<file path="src/rtl/cordic.sv">
// cordic: rotation-mode CORDIC producing cos/sin of a signed Q1.(DATA_WIDTH-2) angle in radians.
// Build option: define CORDIC_PIPE_EN for a fully unrolled pipeline; otherwise an iterative FSM.
module cordic #(
    parameter int DATA_WIDTH = 8,
    parameter int ITERATIONS = 8,
    parameter int GUARD_BITS = 6
) (
    input  logic                  clk,
    input  logic                  rst,
    input  logic [DATA_WIDTH-1:0] angle,
    output logic [DATA_WIDTH-1:0] cos_val,
    output logic [DATA_WIDTH-1:0] sin_val
);
    localparam int W    = DATA_WIDTH + GUARD_BITS + 2;
    localparam int FRAC = DATA_WIDTH - 2 + GUARD_BITS;
    localparam int HP   = 20;

    typedef struct packed {
        logic signed [W-1:0] x;
        logic signed [W-1:0] y;
        logic signed [W-1:0] z;
    } xyz_t;

    // Constants are kept in 2^-20 units and rounded to the internal fraction width.
    function automatic logic signed [W-1:0] hp_round(input longint v);
        longint r;
        r = (v + (64'sd1 <<< (HP - FRAC - 1))) >>> (HP - FRAC);
        return r[W-1:0];
    endfunction

    function automatic longint atan_hp(input int i);
        case (i)
            0:       return 64'sd823550;
            1:       return 64'sd486170;
            2:       return 64'sd256879;
            3:       return 64'sd130396;
            4:       return 64'sd65451;
            5:       return 64'sd32757;
            6:       return 64'sd16383;
            default: return (i < HP) ? (64'sd1 <<< (HP - i)) : 64'sd0;
        endcase
    endfunction

    localparam logic signed [W-1:0] PI      = hp_round(64'sd3294199);
    localparam logic signed [W-1:0] PI_HALF = hp_round(64'sd1647099);
    localparam logic signed [W-1:0] K_INIT  = hp_round(64'sd636751);
    localparam logic signed [W-1:0] HALF    = W'(1) <<< (GUARD_BITS - 1);
    localparam logic signed [W-1:0] MAXV    = W'((1 <<< (DATA_WIDTH - 1)) - 1);
    localparam logic signed [W-1:0] MINV    = -W'(1 <<< (DATA_WIDTH - 1));

    logic signed [W-1:0] atan_rom [ITERATIONS];
    for (genvar g = 0; g < ITERATIONS; g++) begin : g_rom
        assign atan_rom[g] = hp_round(atan_hp(g));
    end

    function automatic logic signed [W-1:0] to_theta(input logic [DATA_WIDTH-1:0] a);
        logic signed [W-1:0] t;
        t = W'($signed(a));
        return t <<< GUARD_BITS;
    endfunction

    function automatic logic needs_fold(input logic signed [W-1:0] t);
        return (t > PI_HALF) || (t < -PI_HALF);
    endfunction

    // Angles outside +-pi/2 are moved by pi; the result is negated at the output.
    function automatic xyz_t init_xyz(input logic signed [W-1:0] t);
        xyz_t s;
        s.x = K_INIT;
        s.y = '0;
        if (t > PI_HALF)
            s.z = t - PI;
        else if (t < -PI_HALF)
            s.z = t + PI;
        else
            s.z = t;
        return s;
    endfunction

    function automatic xyz_t rotate(input xyz_t s, input int i, input logic signed [W-1:0] a);
        xyz_t r;
        if (!s.z[W-1]) begin
            r.x = $signed(s.x) - ($signed(s.y) >>> i);
            r.y = $signed(s.y) + ($signed(s.x) >>> i);
            r.z = $signed(s.z) - a;
        end else begin
            r.x = $signed(s.x) + ($signed(s.y) >>> i);
            r.y = $signed(s.y) - ($signed(s.x) >>> i);
            r.z = $signed(s.z) + a;
        end
        return r;
    endfunction

    function automatic logic [DATA_WIDTH-1:0] out_round(input logic signed [W-1:0] v,
                                                        input logic neg);
        logic signed [W-1:0] n;
        logic signed [W-1:0] r;
        n = neg ? -v : v;
        r = (n + HALF) >>> GUARD_BITS;
        if (r > MAXV)
            r = MAXV;
        else if (r < MINV)
            r = MINV;
        return r[DATA_WIDTH-1:0];
    endfunction

`ifdef CORDIC_PIPE_EN
    logic [DATA_WIDTH-1:0] angle_r;
    logic signed [W-1:0]   theta_r;
    xyz_t                  stg [ITERATIONS];
    logic [ITERATIONS-1:0] neg_stg;
    logic [ITERATIONS:0]   vld;

    assign theta_r = to_theta(angle_r);

    // vld marks which stages hold real data since reset; outputs load only from valid data.
    always_ff @(posedge clk or negedge rst) begin
        if (!rst) begin
            angle_r <= '0;
            neg_stg <= '0;
            vld     <= '0;
            cos_val <= '0;
            sin_val <= '0;
            for (int i = 0; i < ITERATIONS; i++) begin
                stg[i] <= '0;
            end
        end else begin
            angle_r    <= angle;
            vld        <= {vld[ITERATIONS-1:0], 1'b1};
            stg[0]     <= rotate(init_xyz(theta_r), 0, atan_rom[0]);
            neg_stg[0] <= needs_fold(theta_r);
            for (int i = 1; i < ITERATIONS; i++) begin
                stg[i]     <= rotate(stg[i-1], i, atan_rom[i]);
                neg_stg[i] <= neg_stg[i-1];
            end
            if (vld[ITERATIONS]) begin
                cos_val <= out_round(stg[ITERATIONS-1].x, neg_stg[ITERATIONS-1]);
                sin_val <= out_round(stg[ITERATIONS-1].y, neg_stg[ITERATIONS-1]);
            end
        end
    end
`else
    localparam int CW = (ITERATIONS > 1) ? $clog2(ITERATIONS) : 1;

    typedef enum logic [1:0] {LOAD, ITER, DONE} state_t;

    state_t                state, state_nxt;
    logic [DATA_WIDTH-1:0] angle_q, angle_nxt;
    xyz_t                  s_q, s_nxt;
    logic                  neg_q, neg_nxt;
    logic [CW-1:0]         cnt_q, cnt_nxt;
    logic [DATA_WIDTH-1:0] cos_nxt, sin_nxt;

    always_ff @(posedge clk or negedge rst) begin
        if (!rst) begin
            state   <= LOAD;
            angle_q <= '0;
            s_q     <= '0;
            neg_q   <= 1'b0;
            cnt_q   <= '0;
            cos_val <= '0;
            sin_val <= '0;
        end else begin
            state   <= state_nxt;
            angle_q <= angle_nxt;
            s_q     <= s_nxt;
            neg_q   <= neg_nxt;
            cnt_q   <= cnt_nxt;
            cos_val <= cos_nxt;
            sin_val <= sin_nxt;
        end
    end

    // A changed input during ITER abandons the run; outputs are only written in DONE.
    always_comb begin
        state_nxt = state;
        angle_nxt = angle_q;
        s_nxt     = s_q;
        neg_nxt   = neg_q;
        cnt_nxt   = cnt_q;
        cos_nxt   = cos_val;
        sin_nxt   = sin_val;
        case (state)
            LOAD: begin
                angle_nxt = angle;
                s_nxt     = init_xyz(to_theta(angle));
                neg_nxt   = needs_fold(to_theta(angle));
                cnt_nxt   = '0;
                state_nxt = ITER;
            end
            ITER: begin
                if (angle != angle_q) begin
                    state_nxt = LOAD;
                end else begin
                    s_nxt   = rotate(s_q, int'(cnt_q), atan_rom[cnt_q]);
                    cnt_nxt = cnt_q + 1'b1;
                    if (cnt_q == CW'(ITERATIONS - 1))
                        state_nxt = DONE;
                end
            end
            DONE: begin
                cos_nxt   = out_round(s_q.x, neg_q);
                sin_nxt   = out_round(s_q.y, neg_q);
                state_nxt = LOAD;
            end
            default: state_nxt = LOAD;
        endcase
    end
`endif

endmodule

</file>
<file path="config.mk">
export PLATFORM = sky130hd
export DESIGN_NAME = cordic
export DESIGN_NICKNAME = d
export VERILOG_FILES = /design/src/rtl/cordic.sv
export SDC_FILE = /design/constraint.sdc
export NUM_CORES = 1
export LEC_CHECK = 0
export ABC_AREA = 1
export BUFFER_PORTS_ARGS = -buffer_cell sky130_fd_sc_hd__buf_2
export CORE_UTILIZATION = 50
export CTS_BUF_LIST = sky130_fd_sc_hd__clkbuf_8
export DETAILED_ROUTE_END_ITERATION = 10
export PLACE_DENSITY = 0.69
export SLEW_MARGIN = 20
export SYNTH_ARGS = -nofsm -noshare
export SYNTH_HDL_FRONTEND = slang
export SYNTH_SLANG_ARGS = --single-unit
</file>
<file path="constraint.sdc">
create_clock -name clk -period 3.08 [get_ports clk]
set_input_delay 0.154 -clock clk [delete_from_list [all_inputs] [get_ports clk]]
set_output_delay 0.154 -clock clk [all_outputs]
set_load 0.02 [all_outputs]
</file>
### Word level (Yosys, flattened, before mapping)

Memory sizes are Yosys's and may differ from the RTL's.
Index checks and enable logic that the tools add are counted.

| storage, ports and cells | value |
|---|---|
| register bits | 78 |
| ROM bits | 128 |
| input bits | 10 |
| output and inout bits | 16 |
| memories | 1 |

| cells by class | value |
|---|---|
| add/sub/neg operators | 13 |
| $lt $le $gt $ge | 7 |
| equal/unequal tests | 6 |
| shift-type cells | 2 |
| mux-type cells | 18 |
| bitwise gates (word level) | 1 |
| reductions and logical operators | 4 |

Memory list:

| memory | depth | width | read ports | clocked after memory_dff | wr ports | line | text |
|---|---|---|---|---|---|---|---|
| (name not given) | 8 | 16 | 1 | 0 | 0 | 195 | `s_nxt = rotate(s_q, int'(cnt_q), atan_rom[cnt_q]);` |

Operator list:

| kind | number |
|---|---|
| $mux 16 | 6 |
| $mux 48 | 2 |
| $pmux 48 s2 | 1 |
| $add 16x16->16 | 3 |
| $sub 16x16->16 | 3 |
| $add 16x7->16 const B | 2 |
| $mux 8 | 4 |
| $neg 16->16 | 2 |
| $sshr 16x3->16 | 2 |
| $gt 10x8->1 const B | 2 |
| $lt 10x8->1 const B | 2 |
| $add 14x15->16 const B | 1 |
| $sub 14x15->16 const B | 1 |
| $gt 14x14->1 const B | 1 |
| $lt 14x14->1 const B | 1 |
| $ne 8x8->1 | 1 |
| $pmux 3 s2 | 1 |
| $ge 4x4->1 const B | 1 |
| $mux 2 | 2 |
| $not 3->4 | 1 |
| $pmux 2 s2 | 1 |
| $add 3x1->3 const B | 1 |
| $eq 3x3->1 const B | 1 |
| $mux 3 | 1 |
| 8 further kinds | 8 |

### Depth between registers and ports, before layout

| logic depth | value |
|---|---|
| depth after elaboration | 8 |
| mapped depth | 28 |
| mapped depth without buffers | 27 |

### Worst setup path before layout

OpenSTA, ideal clock, no wires.

| timing path | value |
|---|---|
| path type | register -> register |
| start | register cnt_q[0] |
| end | register s_q[31] (netlist name) |
| library setup time | 0.119 ns |
| data arrival time | 3.251 ns |
| setup slack | -0.289 ns |
| stages on the path, launching flop included | 20 |
| path buffers | 1 |
| period minus slack after synthesis | 3.369 ns |
| cells stage by stage | dfrtp_1 buf_6 o21ai_0 o21ai_1 or2_2 nand2_2 inv_1 ha_1 inv_1 o21ai_0 inv_1 ha_1 a31oi_1 o21ai_0 a21boi_0 o21ai_0 a21oi_1 nand3_1 nand3_1 nand2_1 |

| on the way | value |
|---|---|
| word-level cells in the longest chain between the ends | 5 |
| elaborated cells on any way between the ends | 6 |

Ends and longest elaborated chain:

| what | line | text |
|---|---|---|
| from (decl) | 151 | `logic [CW-1:0] cnt_q, cnt_nxt;` |
| from (signal assigned) | 168 | `cnt_q <= cnt_nxt;` |
| $sshr 16x3->16 * | 84, 88 |  |
| $add 16x16->16 / $sub 16x16->16 (equally long branches) | 84, 88 |  |
| $mux 48 * | 82 | `if (!s.z[W-1]) begin` |
| $mux 48 * | 192 | `if (angle != angle_q) begin` |
| $pmux 48 s2 * | 183 | `case (state)` |
| to (signal assigned) | 166 | `s_q <= s_nxt;` |
| to (decl) | 149 | `xyz_t s_q, s_nxt;` |

Mark *: on every way between the ends. The rest lies on a longest branch, timed or not. The select of a mux whose other input is x is not followed.
A chain may end at the register's enable or synchronous reset.

### Final worst setup path

| timing path | value |
|---|---|
| start | register cnt_q[0] |
| end | register s_q[44] (netlist name) |

| on the way | value |
|---|---|
| word-level cells in the longest chain between the ends | 5 |
| elaborated cells on any way between the ends | 6 |

Ends and longest elaborated chain:

| what | line |
|---|---|
| $sshr 16x3->16 * | 83, 87 |
| $sub 16x16->16 / $add 16x16->16 (equally long branches) | 83, 87 |
| $mux 48 * | 82 |
| $mux 48 * | 192 |
| $pmux 48 s2 * | 183 |

Marked as above.

==> run_results.csv <==
group,metric,value,unit
logic_synthesis,synth_top_area_share,22.1,%
cells_and_area,nets,1719,
sta,hold_viol,0,
worst_setup_path,crit_path_max_fanout,6,
place,place_inst,1831,
cells_and_area,insertedDiodeCount,0,
route,routed_via_density,5.45,
sta,rsz0062_at_grt,"yes",
clock_tree,cts_inserted_buffers,9,
sta,min_period,3.38,ns
place,port_buffers,25,
sta,final.period_utilization,110,%
sta,setup_violations,20,
floorplan,core,0.0172,mm²
logic_synthesis,yosys-top-cells-area,"dfrtp_1 (22%), nand2_1 (18%), ha_1 (8.6%), inv_1 (6.7%), o21ai_0 (5.7%)",
route,via_count,10226,
worst_setup_path,max_stage_delay,0.45,ns
logic_synthesis,ys.flop_type,"dfrtp_1",
status,status,"complete, but fails checks",
route,routedWlPerCell,15.4,µm
logic_synthesis,muxShareOfSynthArea,0,%
route,first_iter_violations,610,
route,wirelength,28900,µm
floorplan,start_util,51.2,%
sta,clock_skew,0.0172,ns
global_route,use_met3,3.79,%
floorplan,die_area,0.0182,mm²
global_route,gr-usage-met2,56.2,%
run,drv_cap,0,
route,ant_nets,0,
logic_synthesis,syn_inst,1417,
cells_and_area,area_growth,36.5,%
worst_setup_path,worst_setup_path_end_kind,"flip-flop",
logic_synthesis,synth_seq_cells,78,
clock_tree,cts.clk_slew.worst_paths,0.10,ns
logic_synthesis,synth-simple-area-share,34.0,%
sta,relSlewSlack,55.8,%
floorplan,boundaryPins,26,
global_route,grt_pass1_wl,45300,µm
cells_and_area,stdcell_count,1875,
power_and_ir_drop,power_density,978,mW/mm²
worst_setup_path,critPathLaunchType,"flip-flop",
place,dpl.hpwl,20900,µm
power_and_ir_drop,power,11.8,mW
cells_and_area,fin_area,0.0120,mm²
logic_synthesis,synth_top_cell_by_area,"dfrtp_1",
sta,fin_tns_setup,-3.32,ns
cells_and_area,final_util,69.9,%
place,placed_area,0.0107,mm²
cells_and_area,layout_common_cells,"nand2_1 (389), buf_4 (209), inv_1 (147)",
logic_synthesis,synthesis.area,0.00882,mm²
clock_tree,cts_tree,"built",
worst_setup_path,worst_path_most_repeated_cell,"nand2_1",
cells_and_area,layout_commonest_cell,"nand2_1",
global_route,globalRouteOverflowTotal,0,
worst_setup_path,crit_arrival,3.68,ns
sta,maxSlewViolCount,0,
floorplan,die_x,135,µm
global_route,grt_busiest_layer,"met2",
logic_synthesis,synth_adder_area_share,9.33,%
clock_tree,cts_sinks,78,
sta,max_freq,295,MHz
sta,hold-worst-slack,0.103,ns
clock_tree,clock_latency,0.40,ns
worst_setup_path,slowest_stage,"dfrtp_2",
worst_hold_path,hp-class,"input pin to flip-flop",
logic_synthesis,synth_compound_area_share,18.6,%
logic_synthesis,async_flop_share,100,%
place,dp_slack,-0.463,ns
logic_synthesis,ys_types,53,
status,violations,"setup timing",
global_route,grt_max_degree,41,
logic_synthesis,synth_edf_count,0,
logic_synthesis,yosys_warnings,0,
floorplan,rows,48,
worst_setup_path,critPathTopFamily,"simple AND/OR/NAND/NOR gates",
worst_setup_path,crit_required,3.37,ns
route,drc,0,
logic_synthesis,syn_area_per_cell,6.23,µm²
global_route,met1_usage,37.4,%
power_and_ir_drop,ir_drop,0.000831,V
global_route,antenna_found_initial,0,
global_route,grt_pass1_vias,9378,
cells_and_area,drive_gt1_share,30.2,%
logic_synthesis,synth_xor_area_share,6.15,%
global_route,grt_usage,31.4,%
clock_tree,root_buffer,"clkbuf_8",
worst_setup_path,path_buf_inv,7,
floorplan,die_h,135,µm
power_and_ir_drop,p_leak,6.10,nW
place,place_congestion,0.913,
worst_setup_path,path_class,"flip-flop to flip-flop",
cells_and_area,fillers,1451,
logic_synthesis,synth_top_family_by_area,"simple AND/OR/NAND/NOR gates",
clock_tree,clock_path_buffers,2,
clock_tree,cts_max_level,3,
logic_synthesis,yosysSeqAreaShare,22.1,%
sta,tightest_slew,0.663,ns
logic_synthesis,synth_nets,1491,
sta,fin_ws,-0.304,ns
route,drt_pre_antenna_iters,7,
[routing by layer]
metal  wire, µm  vias up
li1           -     5093
met1      12000     4728
met2      14300      310
met3       1220       95
met4       1310        0
met5          0        -
[state kept, by name, summed over array words and instances (netlist names)]
register  cells
neg_q         1
angle_q       8
cos_val       8
sin_val       8
cnt_q         3
s_q          48
state         2
[what timing repair did]
item                                   4_1_cts  5_1_grt
buffers inserted                            17       11
endpoints found under the hold margin       38        0
setup endpoints to repair                   29       33
pin swaps                                   83       80
cloned                                       0        1
gates resized for setup                    128      115
hold buffers                                 1        0
[synth_stat cells (5+ instances only)]
| cell | n |
|---|---|
| nand4_1 | 12 |
| xnor2_1 | 14 |
| inv_1 | 157 |
| o22ai_1 | 14 |
| a21oi_1 | 98 |
| nand2_1 | 426 |
| inv_2 | 9 |
| nand3_1 | 79 |
| dfrtp_1 | 78 |
| xor2_1 | 48 |
| o21ai_1 | 27 |
| ha_1 | 61 |
| clkbuf_1 | 11 |
| buf_6 | 5 |
| o31ai_1 | 7 |
| o211ai_1 | 10 |
| buf_2 | 18 |
| o21ai_0 | 100 |
| nor2_1 | 128 |
| nor2_2 | 13 |
| nor3_1 | 12 |
| a31oi_1 | 9 |
| or2_2 | 6 |
| buf_4 | 5 |
| nand2_2 | 16 |
[logic make-up (layout without fill, tap and decap cells)]
kind of cell	count (synthesis)	in the layout
AND/OR/NAND/NOR	709	709
AO/OA/AOI/OAI	294	294
adder cells (fa/ha/maj)	64	64
buffers and inverters	210	443
flip-flops	78	78
XOR/XNOR	62	62
[cell type report]
class | instances | area, µm² | share of cell area [%]
clock inverters | 7 | 95.1 | 0.790
well taps | 225 | 282 | 2.34
flip-flops and latches | 78 | 1950 | 16.2
repair buffers | 258 | 2040 | 17.0
inverters | 169 | 637 | 5.29
multi-input cells | 1129 | 6910 | 57.4
clock buffers | 9 | 124 | 1.03
[worst register-to-register path: cells and delay by family (launching register included)]
kind | cells | cell delay (ns)
DFF | 1 | 0.45
and+or+nand+nor | 14 | 1.09
AOI/OAI and AO/OA | 3 | 0.56
buffers and inverters | 7 | 0.59
adders and majority gates | 2 | 0.46
xor gates and xnor gates | 1 | 0.12
[final timing paths]
path	start	endpoint	slack (ns)	depth (start not counted)
setup / recovery	cnt_q[0]$_DFFE_PN0P_	s_q[44]$_DFFE_PN0P_	-0.30	27
hold / removal	angle[5]	s_q[11]$_DFFE_PN0P_	0.10	3
setup reg to reg	cnt_q[0]$_DFFE_PN0P_	s_q[44]$_DFFE_PN0P_	-0.30	27
hold reg to reg	cos_val[7]$_DFFE_PN0N_	cos_val[7]$_DFFE_PN0N_	0.49	2
max in group asynchronous	rst	cos_val[4]$_DFFE_PN0N_	2.05	3
min in group asynchronous	rst	sin_val[1]$_DFFE_PN0N_	0.28	2
[power breakdown]
part	total (mW)	internal (mW)	switching, mW
clock network	0.933	0.460	0.473
logic	9.43	4.21	5.22
registers	1.42	1.23	0.193
Power figures use the tool's default switching activity.
